<file path="src/rtl/rtc_bus_arbiter.sv">
// Round-robin arbiter sharing the RTC bus-cycle engine between the write (W) and readback (R) sequencers.
// Optional WAIT timeout is enabled by defining ARB_TIMEOUT_EN.
module rtc_bus_arbiter #(
  parameter int TIMEOUT_CYCLES = 1023
) (
  input  logic       clk,
  input  logic       reset,
  input  logic       wr_req,
  input  logic [7:0] wr_addr,
  input  logic [7:0] wr_data,
  output logic       wr_ack,
  input  logic       rd_req,
  input  logic [7:0] rd_addr,
  output logic       rd_ack,
  output logic [7:0] rd_data,
  output logic       bus_start,
  output logic       bus_rw,
  output logic [7:0] bus_addr,
  output logic [7:0] bus_wdata,
  input  logic       bus_done,
  input  logic [7:0] bus_rdata,
  output logic       busy,
  output logic       err
);

  typedef enum logic [1:0] {S_IDLE, S_ISSUE, S_WAIT, S_RESP} state_t;

  state_t     state_q, state_d;
  logic       last_r_q, last_r_d;
  logic       gnt_w_q, gnt_w_d;
  logic       wr_ack_q, wr_ack_d;
  logic       rd_ack_q, rd_ack_d;
  logic       err_q, err_d;
  logic       bus_start_q, bus_start_d;
  logic       busy_q, busy_d;
  logic       bus_rw_q, bus_rw_d;
  logic [7:0] bus_addr_q, bus_addr_d;
  logic [7:0] bus_wdata_q, bus_wdata_d;
  logic [7:0] rd_data_q, rd_data_d;
  logic       timeout;

`ifdef ARB_TIMEOUT_EN
  localparam int CNT_W = $clog2(TIMEOUT_CYCLES + 1);
  logic [CNT_W-1:0] cnt_q, cnt_d;

  // Counter is cleared in ISSUE so every WAIT starts counting from zero.
  always_comb begin
    cnt_d   = cnt_q;
    timeout = 1'b0;
    if (state_q == S_ISSUE) begin
      cnt_d = '0;
    end else if (state_q == S_WAIT) begin
      cnt_d   = cnt_q + 1'b1;
      timeout = (cnt_d == CNT_W'(TIMEOUT_CYCLES));
    end
  end

  always_ff @(posedge clk) begin
    if (reset) cnt_q <= '0;
    else       cnt_q <= cnt_d;
  end
`else
  assign timeout = 1'b0;
`endif

  always_comb begin
    state_d     = state_q;
    last_r_d    = last_r_q;
    gnt_w_d     = gnt_w_q;
    bus_rw_d    = bus_rw_q;
    bus_addr_d  = bus_addr_q;
    bus_wdata_d = bus_wdata_q;
    rd_data_d   = rd_data_q;
    wr_ack_d    = 1'b0;
    rd_ack_d    = 1'b0;
    err_d       = 1'b0;
    case (state_q)
      S_IDLE: begin
        if (wr_req || rd_req) begin
          state_d     = S_ISSUE;
          // On a tie, W wins only if R was served last.
          gnt_w_d     = wr_req && (!rd_req || last_r_q);
          bus_rw_d    = gnt_w_d;
          bus_addr_d  = gnt_w_d ? wr_addr : rd_addr;
          bus_wdata_d = gnt_w_d ? wr_data : 8'h00;
        end
      end
      S_ISSUE: state_d = S_WAIT;
      S_WAIT: begin
        if (bus_done) begin
          state_d = S_RESP;
          if (!gnt_w_q) rd_data_d = bus_rdata;
        end else if (timeout) begin
          state_d = S_RESP;
          err_d   = 1'b1;
        end
        if (state_d == S_RESP) begin
          wr_ack_d = gnt_w_q;
          rd_ack_d = !gnt_w_q;
        end
      end
      S_RESP: begin
        state_d  = S_IDLE;
        last_r_d = !gnt_w_q;
      end
      default: state_d = S_IDLE;
    endcase
    bus_start_d = (state_d == S_ISSUE);
    busy_d      = (state_d != S_IDLE);
  end

  always_ff @(posedge clk) begin
    if (reset) begin
      state_q     <= S_IDLE;
      last_r_q    <= 1'b1;
      gnt_w_q     <= 1'b0;
      wr_ack_q    <= 1'b0;
      rd_ack_q    <= 1'b0;
      err_q       <= 1'b0;
      bus_start_q <= 1'b0;
      busy_q      <= 1'b0;
      bus_rw_q    <= 1'b0;
      bus_addr_q  <= 8'h00;
      bus_wdata_q <= 8'h00;
      rd_data_q   <= 8'h00;
    end else begin
      state_q     <= state_d;
      last_r_q    <= last_r_d;
      gnt_w_q     <= gnt_w_d;
      wr_ack_q    <= wr_ack_d;
      rd_ack_q    <= rd_ack_d;
      err_q       <= err_d;
      bus_start_q <= bus_start_d;
      busy_q      <= busy_d;
      bus_rw_q    <= bus_rw_d;
      bus_addr_q  <= bus_addr_d;
      bus_wdata_q <= bus_wdata_d;
      rd_data_q   <= rd_data_d;
    end
  end

  assign wr_ack    = wr_ack_q;
  assign rd_ack    = rd_ack_q;
  assign err       = err_q;
  assign bus_start = bus_start_q;
  assign busy      = busy_q;
  assign bus_rw    = bus_rw_q;
  assign bus_addr  = bus_addr_q;
  assign bus_wdata = bus_wdata_q;
  assign rd_data   = rd_data_q;

endmodule

</file>
<file path="config.mk">
export PLATFORM = sky130hd
export DESIGN_NAME = rtc_bus_arbiter
export DESIGN_NICKNAME = d
export VERILOG_FILES = /design/src/rtl/rtc_bus_arbiter.sv
export SDC_FILE = /design/constraint.sdc
export NUM_CORES = 1
export LEC_CHECK = 0
export BUFFER_PORTS_ARGS = -buffer_cell sky130_fd_sc_hd__clkbuf_2
export CAP_MARGIN = 20
export CORE_AREA = 2 2 61 63
export DETAILED_ROUTE_END_ITERATION = 10
export DIE_AREA = 0 0 63 65
export PLACE_DENSITY = 0.74
export SLEW_MARGIN = 20
export SYNTH_ARGS = -nofsm -noshare
export SYNTH_HDL_FRONTEND = slang
export SYNTH_SLANG_ARGS = --single-unit
</file>
<file path="constraint.sdc">
create_clock -name clk -period 1.6 [get_ports clk]
set_clock_uncertainty 0.2 [all_clocks]
set_input_delay 0.32 -clock clk [delete_from_list [all_inputs] [get_ports clk]]
set_output_delay 0.32 -clock clk [all_outputs]
set_load 0.02 [all_outputs]
</file>
# After elaboration in Yosys (flattened, before gate mapping)
# Cells that the tools add are included.
[totals]
inputBits = 37
register_bits = 32
elab_cells = 34
[classes]
reduce_logical = 10
muxes = 6
eq_ne = 5
bitwise = 3
[ops]
columns = ["op", "n"]
rows = [
  ["$mux 8", 2],
  ["$pmux 2 s4", 1],
  ["$eq 2x2->1 const B", 3],
  ["$mux 2", 3],
  ["$eq 2x1->1 const B", 2],
  ["$not 1->1", 3],
  ["$reduce_and 3->1", 1],
  ["$reduce_or 3->1", 1],
  ["$logic_not 1->1", 2],
  ["$logic_not 2->1", 1],
  ["$logic_or 1x1->1", 2],
  ["$reduce_and 2->1", 1],
  ["$reduce_bool 2->1", 1],
  ["$logic_and 1x1->1", 1],
]

# Longest topological paths before layout
[depth]
ltp_word = 5
ltp_mapped = 7
depth_no_buf = 5

# Worst setup path after synthesis
# Ideal clock, no wire load.
[synth_path]
kind = "flip-flop to flip-flop"
from = "register state_q[0]"
to = "register bus_addr_q[5], in the netlist bus_addr[5]"
setup_slack_ps = 54
t_arrival_ps = 1256
required_ps = 1309
path_buffers = 2
path_stages_with_launch = 7
path_cell_list = "dfxtp_1 -> inv_1 -> ha_1 -> o21a_1 -> buf_4 -> buf_6 -> a311oi_1"
[synth_between]
elab_chain_cells = 2
[synth_rtl]
columns = ["item", "line_no", "rtl"]
rows = [
  ["start, declared", "28", "state_t state_q, state_d;"],
  ["start signal, assigned", "127", "state_q <= state_d;"],
  ["$logic_not 2->1", "77", "case (state_q)"],
  ["$reduce_and 2->1 (no source line)", "n/a", ""],
  ["end signal, assigned", "136", "bus_addr_q <= bus_addr_d;"],
  ["end, declared", "37", "logic [7:0] bus_addr_q, bus_addr_d;"],
]
# No other way between the ends.
# A chain may end at the register's enable or synchronous reset.

# Worst setup path in the final report
[layout_path]
from = "register state_q[1]"
to = "register bus_addr_q[6], in the netlist bus_addr[6]"
# The elaborated chain is that of the path after synthesis.

==> run metrics <==
outcome=finished, final reports clean; Final Wtd Congestion=0.775; global-route wire length before repair=5290 um; post-synth top area cell=dfxtp_1; critical path depth=6; CP Buf/Inv Count=2; EDFF count, synth=0; Clock Tree Buf Depth=2; DR vias=1197; CTS tree=yes; Antenna Diode Count=0; WL met3=206 um; register area share after synthesis=49.2%; All-Layer GR Usage=16.6%; IO Count=67; Slew Viols, Final=0; VDD IR max=0.000811 V; reg2reg end=bus_addr[6]; mux cell area share after synthesis=6.15%; Clock Sinks=32; max layer used=met4; Worst Setup End Kind=register; fmax=649 MHz; Tcrit/Tclk final=96.3%; Max FO, Critical Path=16; max_cap viols=0; Critical Path Max Stage Delay=0.35 ns; YS warnings=0; Post-Synth Simple-Gate Area=16.6%; top cell type's share of synthesized area=49.2%; vias in the first global route=1205; die area=4100 sq um; Die Ht=65 um; pwr dens=1410 nW/um^2; Final nets=248; Worst Path Arrival=1.58 ns; Setup WS post-layout=0.0599 ns; Leak Pwr=0.930 nW; average size of a mapped cell=10.1 sq um; WL final=3090 um; #FFs+latches synth=32; XOR/XNOR Fraction of Synth Area=0%; fin cells=255; Worst-Skew Late Latency=0.33 ns; R2R Path Start=state_q[1]; Crit Path Class=register to register; grt ovf=0; Synthesized Nets=170; fill count=338; min-delay worst type=primary input to register; H-tree Lvls=2; Clock transition at path regs=0.09 ns; Die Wd=63 um; Top FF cell, synth=dfxtp_1; worst setup path endpoint=bus_addr[6]; RSZ-0062 raised after global routing=true; largest net degree at the start of global routing=17; Critical Path Start=state_q[1]; Placed Instances=240; Register Area=641 sq um; wire length on met1=1340 um; Cell variety after synth=29; pre-CTS setup slack=-0.000859 ns; Syn Inst Count=129; number of vias per cell=4.69; TNS Setup=0 ns; Core Rows=22; Worst EP required=1.64 ns; first-pass detailed-route iteration total=4; CP delay by family, top=compound AO/OA/AOI/OAI gates; Tmin final=1.54 ns; initial antenna violation count=0; clock root buffer master=clkbuf_4; share of cells above drive strength 1=42.0%; Iteration-0 DRC Markers=44; Critical Path, Cell by Cell=inv_1 -> ha_2 -> o21a_4 -> buf_12 -> nor2_1 -> a311oi_1; post-synthesis adder-cell area fraction=3.85%; DR WL/cell=12.1 um; Critical Path Start Type=register; Routed Antenna Nets=0; synth top area cells=dfxtp_1 49%, mux2i_1 6.2%, a22o_1 5.4%, a311oi_1 5.4%, nor2_1 5.2%; Synth Area in Compound Gates=17.3%; main combinational cell family by area after synthesis=compound AO/OA/AOI/OAI gates; final setup fails=0; initial core utilization=37.2%; synthesized area=1300 sq um; final hold vios=0; Power, Total=2.61 mW; r2r setup slk=0.06 ns; cts bufs inserted=5; met2 WL post-DR=1500 um; Crit-path slowest cell=dfxtp_1; # DRC=0; worst r2r path cells=6; IO buf count=65; asr flop ratio synth=0%; area delta synth->final=42.4%; Detail Placement HPWL=2340 um; Multi-input gate area=591 sq um; Core Util, Final=53.0%; Core Area=3500 sq um
cell families after synthesis:
kind of cell / count (synthesis)
and+or+nand+nor: 38
muxes: 8
other: 1
buffers and inverters: 15
AOI/OAI and AO/OA: 31
adders and majority gates: 4
DFF: 32
routing by layer:
layer  GRT usage (%)  vias to the layer above
li1                -                      610
met1            18.9                      541
met5               0                        -
met2            27.5                       41
met4            8.89                        0
met3            5.56                        5
cell type report:
cell class	instances	area share, %
Clock buffer	7	3.51
Inverter	5	1.15
Multi-Input combinational cell	82	31.9
Sequential cell	32	34.6
Tap cell	48	3.24
Timing Repair Buffer	81	25.7
cell usage after synthesis, drive strengths merged, types with 3 or more instances:
master	number
inv	5
o21ai	11
clkbuf	3
dfxtp	32
nor2	19
ha	4
nand3	8
mux2i	8
a311oi	8
buf	7
nor4b	3
a22o	8
flip-flops by register name, summed over array words and instances (netlist names), 2 cells and up:
name / count
bus_addr: 8
bus_wdata: 8
rd_data: 8
state_q: 2
report_power, final:
part           switching, mW  internal [mW]  leakage [nW]
clock                  0.258          0.249        0.0374
sequential            0.0952          0.971         0.262
combinational          0.575          0.461         0.630
total                  0.928           1.68         0.930
worst min path at each step:
stage | start | depth (start not counted) | end
floorplan | wr_data[0] | 1 | bus_wdata[0]
global placement | bus_wdata[6] | 1 | bus_wdata[6]
detailed placement | bus_wdata[7] | 1 | bus_wdata[7]
CTS | bus_rdata[4] | 3 | rd_data[4]
global route | bus_rdata[4] | 3 | rd_data[4]
finish | bus_rdata[4] | 3 | rd_data[4]
cell usage in the layout, fill, tap and decap left out, drive strengths merged, types with 2 or more instances in the layout:
master,instances
ha,4
o21ai,11
clkbuf,72
nand3,8
a22o,8
dfxtp,32
inv,5
mux2i,8
nor4b,3
buf,9
dlygate4sd3,7
nand2b,2
a311oi,8
nor2b,2
nor2,19
per-stage QoR:
stage	hold WS [ns]	area [sq um]
after floorplan	0.253	1300
after global placement	0.261	1700
after detailed placement	0.258	1700
after CTS	0.00303	1840
after global routing	0.000742	1850
final	0.0196	1850
worst register-to-register path: cells and delay by family, from the launching register on:
kind | cells | cell delay (ns)
simple gates | 1 | 0.05
buf+inv | 2 | 0.23
fa+ha+maj | 1 | 0.22
compound gates | 2 | 0.40
flops | 1 | 0.35
repair_timing:
action,CTS,global route
pin swaps,0,1
hold buffers,7,0
endpoints found under the hold margin,7,0
setup endpoints to repair,6,11
gates resized for setup,2,1
buffers inserted,0,1
Note: power is estimated with default switching activity, not from simulation.
